**config.mk**
```make
export PLATFORM = sky130hd
export DESIGN_NAME = pipeline_hazard_ctrl
export DESIGN_NICKNAME = d
export VERILOG_FILES = /design/src/rtl/pipeline_hazard_ctrl_pkg.sv /design/src/rtl/pipeline_hazard_ctrl_sat_counter.sv /design/src/rtl/pipeline_hazard_ctrl.sv
export SDC_FILE = /design/constraint.sdc
export NUM_CORES = 1
export LEC_CHECK = 0
export CAP_MARGIN = 40
export CORE_MARGIN = 2
export CORE_UTILIZATION = 40
export CTS_CLUSTER_SIZE = 28
export DETAILED_ROUTE_END_ITERATION = 10
export PLACE_DENSITY = 0.75
export SLEW_MARGIN = 20
export SYNTH_ARGS = -nofsm -noshare
export SYNTH_HDL_FRONTEND = slang
export SYNTH_SLANG_ARGS = --single-unit
```
**constraint.sdc**
```tcl
create_clock -name clk -period 2.5 [get_ports clk]
set_input_delay 0.25 -clock clk [delete_from_list [all_inputs] [get_ports clk]]
set_output_delay 0.25 -clock clk [all_outputs]
set_load 0.005 [all_outputs]
```
**src/rtl/pipeline_hazard_ctrl_pkg.sv**
```systemverilog
// Shared types and constants for the pipeline stall/flush sequencer.
// Holds the FSM state, default widths and the per-stage control bundle.
package pipeline_hazard_ctrl_pkg;

    localparam int REG_NUM_W = 5;
    localparam int CNT_W     = 32;
    localparam int WAIT_W    = 8;

    typedef enum logic {
        ST_RUN,
        ST_MEM_WAIT
    } hz_state_e;

    typedef struct packed {
        logic pc_wr_en;
        logic pc_sel_branch;
        logic ifid_wr_en;
        logic ifid_flush;
        logic idex_wr_en;
        logic idex_flush;
        logic exmem_wr_en;
        logic exmem_flush;
        logic memwb_bubble;
    } ctrl_en_t;

    // Free-running pipeline: every register loads, nothing is squashed.
    function automatic ctrl_en_t ctrl_default();
        ctrl_en_t c;
        c.pc_wr_en      = 1'b1;
        c.pc_sel_branch = 1'b0;
        c.ifid_wr_en    = 1'b1;
        c.ifid_flush    = 1'b0;
        c.idex_wr_en    = 1'b1;
        c.idex_flush    = 1'b0;
        c.exmem_wr_en   = 1'b1;
        c.exmem_flush   = 1'b0;
        c.memwb_bubble  = 1'b0;
        return c;
    endfunction

endpackage

```
**src/rtl/pipeline_hazard_ctrl_sat_counter.sv**
```systemverilog
// Saturating up-counter with increment enable.
// Sticks at all-ones instead of wrapping.
module hazard_sat_counter #(
    parameter int W = 32
) (
    input  logic         clk,
    input  logic         rst,
    input  logic         i_inc,
    output logic [W-1:0] o_count
);

    logic [W-1:0] r_count;

    // Count enabled events, holding at the maximum value.
    always_ff @(posedge clk or negedge rst) begin
        if (!rst) begin
            r_count <= '0;
        end else if (i_inc && (r_count != '1)) begin
            r_count <= r_count + 1'b1;
        end
    end

    assign o_count = r_count;

endmodule

```
**src/rtl/pipeline_hazard_ctrl.sv**
```systemverilog
// Central stall/flush sequencer for the 5-stage pipeline.
// Arbitrates memory waits, taken branches and load-use hazards.
module pipeline_hazard_ctrl #(
    parameter int REG_NUM_W   = pipeline_hazard_ctrl_pkg::REG_NUM_W,
    parameter int CNT_W       = pipeline_hazard_ctrl_pkg::CNT_W,
    parameter int MEM_TIMEOUT = 255
) (
    input  logic                 clk,
    input  logic                 rst,
    input  logic [REG_NUM_W-1:0] id_rs,
    input  logic [REG_NUM_W-1:0] id_rt,
    input  logic                 id_uses_rs,
    input  logic                 id_uses_rt,
    input  logic                 ex_mem_read,
    input  logic [REG_NUM_W-1:0] ex_rf_wr_num,
    input  logic                 mem_branch,
    input  logic                 mem_is_equal,
    input  logic                 mem_mem_read,
    input  logic                 mem_mem_write,
    input  logic                 dmem_ack,
    output logic                 dmem_req,
    output logic                 pc_wr_en,
    output logic                 pc_sel_branch,
    output logic                 ifid_wr_en,
    output logic                 ifid_flush,
    output logic                 idex_wr_en,
    output logic                 idex_flush,
    output logic                 exmem_wr_en,
    output logic                 exmem_flush,
    output logic                 memwb_bubble,
    output logic                 mem_timeout_err,
    output logic [CNT_W-1:0]     stall_cycles,
    output logic [CNT_W-1:0]     branch_flushes
);

    import pipeline_hazard_ctrl_pkg::*;

    localparam logic [WAIT_W-1:0] LP_TIMEOUT = WAIT_W'(MEM_TIMEOUT);
    localparam logic [WAIT_W-1:0] LP_TO_M1   = WAIT_W'(MEM_TIMEOUT - 1);

    hz_state_e         r_state;
    logic [WAIT_W-1:0] r_wait_cnt;
    logic              r_err;

    logic     w_mem_acc;
    logic     w_hazard;
    logic     w_freeze;
    logic     w_taken;
    logic     w_load_use;
    logic     w_dmem_req;
    ctrl_en_t w_ctrl;

    assign w_mem_acc = mem_mem_read | mem_mem_write;

    // Register 0 is hardwired, so a load targeting it never blocks ID.
    assign w_hazard = ex_mem_read
                    && (ex_rf_wr_num != '0)
                    && ((id_uses_rs && (id_rs == ex_rf_wr_num))
                     || (id_uses_rt && (id_rt == ex_rf_wr_num)));

    // Resolve the highest-priority event into per-stage enables/flushes.
    always_comb begin
        w_ctrl     = ctrl_default();
        w_dmem_req = 1'b0;
        w_freeze   = 1'b0;
        w_taken    = 1'b0;
        w_load_use = 1'b0;
        if (rst) begin
            w_dmem_req = (r_state == ST_MEM_WAIT) || w_mem_acc;
            w_freeze   = w_dmem_req && !dmem_ack;
            w_taken    = !w_freeze && mem_branch && mem_is_equal;
            w_load_use = !w_freeze && !w_taken && w_hazard;
            unique case (1'b1)
                w_freeze: begin
                    w_ctrl.pc_wr_en     = 1'b0;
                    w_ctrl.ifid_wr_en   = 1'b0;
                    w_ctrl.idex_wr_en   = 1'b0;
                    w_ctrl.exmem_wr_en  = 1'b0;
                    w_ctrl.memwb_bubble = 1'b1;
                end
                w_taken: begin
                    w_ctrl.pc_sel_branch = 1'b1;
                    w_ctrl.ifid_flush    = 1'b1;
                    w_ctrl.idex_flush    = 1'b1;
                    w_ctrl.exmem_flush   = 1'b1;
                end
                w_load_use: begin
                    w_ctrl.pc_wr_en   = 1'b0;
                    w_ctrl.ifid_wr_en = 1'b0;
                    w_ctrl.idex_flush = 1'b1;
                end
                default: begin
                end
            endcase
        end
    end

    // Memory-wait FSM with saturating wait counter and sticky timeout flag.
    always_ff @(posedge clk or negedge rst) begin
        if (!rst) begin
            r_state    <= ST_RUN;
            r_wait_cnt <= '0;
            r_err      <= 1'b0;
        end else begin
            unique case (r_state)
                ST_RUN: begin
                    r_wait_cnt <= '0;
                    if (w_mem_acc && !dmem_ack) begin
                        r_state <= ST_MEM_WAIT;
                    end
                end
                ST_MEM_WAIT: begin
                    if (dmem_ack) begin
                        r_state    <= ST_RUN;
                        r_wait_cnt <= '0;
                    end else begin
                        if (r_wait_cnt != LP_TIMEOUT) begin
                            r_wait_cnt <= r_wait_cnt + 1'b1;
                        end
                        if (r_wait_cnt >= LP_TO_M1) begin
                            r_err <= 1'b1;
                        end
                    end
                end
                default: begin
                    r_state <= ST_RUN;
                end
            endcase
        end
    end

    hazard_sat_counter #(.W(CNT_W)) u_stall_cnt (
        .clk     (clk),
        .rst     (rst),
        .i_inc   (!w_ctrl.pc_wr_en),
        .o_count (stall_cycles)
    );

    hazard_sat_counter #(.W(CNT_W)) u_branch_cnt (
        .clk     (clk),
        .rst     (rst),
        .i_inc   (w_taken),
        .o_count (branch_flushes)
    );

    assign dmem_req        = w_dmem_req;
    assign pc_wr_en        = w_ctrl.pc_wr_en;
    assign pc_sel_branch   = w_ctrl.pc_sel_branch;
    assign ifid_wr_en      = w_ctrl.ifid_wr_en;
    assign ifid_flush      = w_ctrl.ifid_flush;
    assign idex_wr_en      = w_ctrl.idex_wr_en;
    assign idex_flush      = w_ctrl.idex_flush;
    assign exmem_wr_en     = w_ctrl.exmem_wr_en;
    assign exmem_flush     = w_ctrl.exmem_flush;
    assign memwb_bubble    = w_ctrl.memwb_bubble;
    assign mem_timeout_err = r_err;

endmodule

```
==> Flow_metrics.wiki <==
{| class="wikitable"
! Metric !! Value
|-
| Clock tree from TritonCTS || built
|-
| Flip-flop cell with the highest count after synthesis || sky130_fd_sc_hd__dfrtp_1
|-
| Number of top-level pins || 100
|-
| Register-to-register path setup slack || 0.22 ns
|-
| Count of warnings emitted by yosys || 0
|-
| Root Driver || sky130_fd_sc_hd__clkbuf_8
|-
| Mux cell area share after synthesis || less than 1%
|-
| Global-route wire length before repair || 15,300 um
|-
| Number of antenna violations at the first check in global routing || 0
|-
| Number of hold violations in the final report || 0
|-
| Cts bufs inserted || 9
|-
| Number of synthesized flops with an enable pin || 0
|-
| Total number of placement rows || 35
|-
| Final cell utilization of the core || about 57%
|-
| Fin crit period || between 2 and 2.5 ns
|-
| Post-route DRC || 0
|-
| Main combinational cell family by area after synthesis || simple AND/OR/NAND/NOR gates
|-
| Via density per instance || 5.15
|-
| Leakage power || 2.20 nW
|-
| Met2 layer usage reported by global route || 29.2%
|-
| 1st-iter DRT viols || 205
|-
| Total of endpoints with negative setup slack in the final report || 0
|-
| Power per unit of standard cell area || 541 mW/mm^2
|-
| Number of nets in the finished design || 539
|-
| CP startpoint kind || input port
|-
| Adder-cell share of the synthesized area || 1.30%
|-
| Setup Total Neg Slack || 0 ns
|-
| GR Util met1 || 26.1%
|-
| Tcrit/Tclk final || 92.3%
|-
| H-tree depth reported by CTS || 3
|-
| Antenna fix cells || 0
|-
| Placeable core area || about 0.0093 mm^2
|-
| Synthesized-area fraction occupied by ao, oa, aoi and oai cells || 2.27%
|-
| Synthesis-to-finish area growth || 37.4%
|-
| Async SR Flop Fraction || 100%
|-
| Clk_skew || 0.00886 ns
|-
| Last weighted congestion value of the routability-driven placer || around 0.92
|-
| HP Class || input port to asynchronous set/reset pin
|-
| Setup CP Type || input port to output port
|-
| Net Count, Synth || 422
|-
| Final Total Pwr || around 2.9 mW
|-
| Initial core utilization || between 40% and 50%
|-
| Die ar. || 0.0105 mm^2
|-
| Fmax || 433 MHz
|-
| Post-detailed-routing wire length || 9370 um
|-
| Worst Path Max Fanout || 2
|-
| Pin count of the biggest net entering global routing || 37
|-
| Number of I/O port buffers || 99
|-
| Worst Tran Pin Value || 0.517 ns
|-
| Mean instance size in the synthesized netlist || 9.83 um^2
|-
| Grt met3 use || around 4.6%
|-
| Remaining antenna violation count after routing || 0
|-
| Vias in the first global route || 3,139
|-
| Post-synthesis sequential area ratio || between 40% and 50%
|-
| Post-synthesis instance area || a little under 0.004 mm^2
|-
| Pre-antenna DRT Iters || 5
|-
| Overall via count from detail_route || 3,314
|-
| Final worst-path setup slack || 0.192 ns
|-
| Total congestion overflow || 0
|-
| Maximum buffer depth of the clock tree || 2
|-
| Clock transition time at the flip-flop clock pins of the worst setup and hold paths || around 0.080 ns
|-
| Worst path required time || 2.25 ns
|-
| Count of maximum capacitance violations || 0
|-
| Flop and latch count out of synthesis || between 70 and 80
|-
| Routed WL per cell || 14.5 um
|-
| Unique masters post-synth || 44
|-
| Synth Area in XOR/XNOR || 17.4%
|-
| Worst slack after detailed placement || -0.185 ns
|-
| Clock sink total || 74
|-
| Die W || about 100 um
|-
| Crit. End Element || output port
|-
| Hold slack || roughly 0.25 ns
|-
| Data arrival time at the worst-slack endpoint || 2.06 ns
|-
| Combined global-route utilization of all metal layers || about a fifth
|-
| Layout cells sized above 1 || 9.71%
|-
| Number of cells produced by synthesis || 393
|-
| Setup repair after global routing missed its margin || false
|-
| Post-detail-place hpwl || ~7000 um
|-
| Relative slew margins || 65.2%
|-
| Worst VDD drop || 0.503 mV
|-
| Floorplan die height || just over 100 um
|-
| Layer with the highest usage after global routing || met2
|-
| Simple-gate share of the synthesized area || 27.1%
|-
| Source-to-sink clock delay at the later pin of the worst-skew pair || between 0.3 and 0.4 ns
|-
| Result of the run || complete, no violations
|-
| Slew Viols, Final || 0
|}
final cells by class:
cell class | count | area, um^2
inverters | 12 | 45.0
fillers | 829 | 3980
clock buffers | 12 | 155
multi-input cells | 294 | 1890
well taps | 129 | 161
clock inverters | 4 | 50.0
flip-flops and latches | 74 | 1850
repair buffers | 119 | 1150
Yosys cell counts (all sizes together) (2+ instances only):
cell | instances | area, um^2
nand2b | 3 | 18.8
nand2 | 35 | 134
nor2b | 2 | 12.5
or2 | 3 | 18.8
xnor2 | 59 | 524
xor2 | 17 | 149
dfrtp | 74 | 1850
mux2 | 3 | 33.8
buf | 10 | 63.8
a21oi | 2 | 10.0
or3 | 4 | 30.0
o21ai | 3 | 18.8
or4 | 4 | 33.8
and3 | 18 | 118
nand4 | 20 | 125
and4 | 8 | 72.6
inv | 12 | 45.0
ha | 4 | 50.1
nand3 | 45 | 225
nor2 | 32 | 120
nor4 | 6 | 37.5
clkbuf | 3 | 11.3
nor3 | 15 | 75.1
per-layer routing:
| metal | share of wire [%] | wire length (um) |
|---|---|---|
| met5 | 0 | 0 |
| met4 | 1.3 | 122 |
| met3 | 4.1 | 388 |
| met2 | 48 | 4520 |
| met1 | 46 | 4330 |
path summary, 6_finish.rpt:
kind                                                    start                             endpoint  cells after the start
max reg2reg                u_stall_cnt.o_count[9]$_DFFE_PN0P_  u_stall_cnt.o_count[24]$_DFFE_PN0P_                      5
max in group asynchronous                                 rst   u_stall_cnt.o_count[0]$_DFFE_PN0P_                      4
min reg2reg                       mem_timeout_err$_DFFE_PN0P_          mem_timeout_err$_DFFE_PN0P_                      2
max                                           ex_rf_wr_num[1]                           idex_flush                      7
min in group clk                  mem_timeout_err$_DFFE_PN0P_          mem_timeout_err$_DFFE_PN0P_                      2
min                                                       rst  u_branch_cnt.o_count[1]$_DFFE_PN0P_                      2
worst max-delay path, cell delays in order:
cell and delay [ns]:
sky130_fd_sc_hd__clkdlybuf4s50_1 0.42, sky130_fd_sc_hd__or4_4 0.54, sky130_fd_sc_hd__o211ai_1 0.17, sky130_fd_sc_hd__nor2_1 0.07, sky130_fd_sc_hd__nand2_1 0.07, sky130_fd_sc_hd__nand2_1 0.05, sky130_fd_sc_hd__clkdlybuf4s50_1 0.48
cells by family (layout without fill, tap and decap cells):
| logic type | count (synthesis) | in the layout |
|---|---|---|
| simple gates | 198 | 198 |
| fa+ha+maj | 4 | 4 |
| flops | 74 | 74 |
| buf+inv | 25 | 147 |
| mux | 3 | 3 |
| xor+xnor | 76 | 76 |
| compound gates | 13 | 13 |
placed cells by master (no fill, tap or decap), types with 3 or more instances in the layout:
cell / n
sky130_fd_sc_hd__clkdlybuf4s50_1: 95
sky130_fd_sc_hd__nor4_1: 6
sky130_fd_sc_hd__nor2_1: 32
sky130_fd_sc_hd__dlygate4sd2_1: 3
sky130_fd_sc_hd__xnor2_1: 58
sky130_fd_sc_hd__mux2_2: 3
sky130_fd_sc_hd__nand2_1: 34
sky130_fd_sc_hd__inv_1: 11
sky130_fd_sc_hd__nor3_1: 15
sky130_fd_sc_hd__or3_1: 3
sky130_fd_sc_hd__dfrtp_1: 74
sky130_fd_sc_hd__buf_4: 19
sky130_fd_sc_hd__clkbuf_8: 11
sky130_fd_sc_hd__nand2b_1: 3
sky130_fd_sc_hd__and3_1: 17
sky130_fd_sc_hd__xor2_1: 17
sky130_fd_sc_hd__and4_1: 7
sky130_fd_sc_hd__nand3_1: 45
sky130_fd_sc_hd__ha_1: 4
sky130_fd_sc_hd__or2_2: 3
sky130_fd_sc_hd__nand4_1: 20
metrics by stage:
stage / instance area [um^2] / std cells
3_5_place_dp: 5090 / 627
3_3_place_gp: 5070 / 626
6_report: 5310 / 644
2_1_floorplan: 3860 / 393
5_1_grt: 5310 / 644
4_1_cts: 5310 / 644
where the power goes:
part	total [mW]	switching [mW]	leakage, nW	internal [mW]
Clock	0.959	0.445	0.0986	0.514
Combinational	0.532	0.236	1.11	0.297
Sequential	1.38	0.106	0.993	1.28
what timing repair did:
action | CTS | global route
hold buffers | 1 | 0
setup buffers | 0 | 0
endpoints found under the setup margin | 2 | 0
endpoints found under the hold margin | 6 | 0
gates resized for setup | 5 | 0
registers in the layout (all words and copies together), names as in the netlist:
register / count
u_branch_cnt.o_count: 32
r_wait_cnt: 8
r_state: 1
u_stall_cnt.o_count: 32
mem_timeout_err: 1
Note: power is estimated with default switching activity, not from simulation.
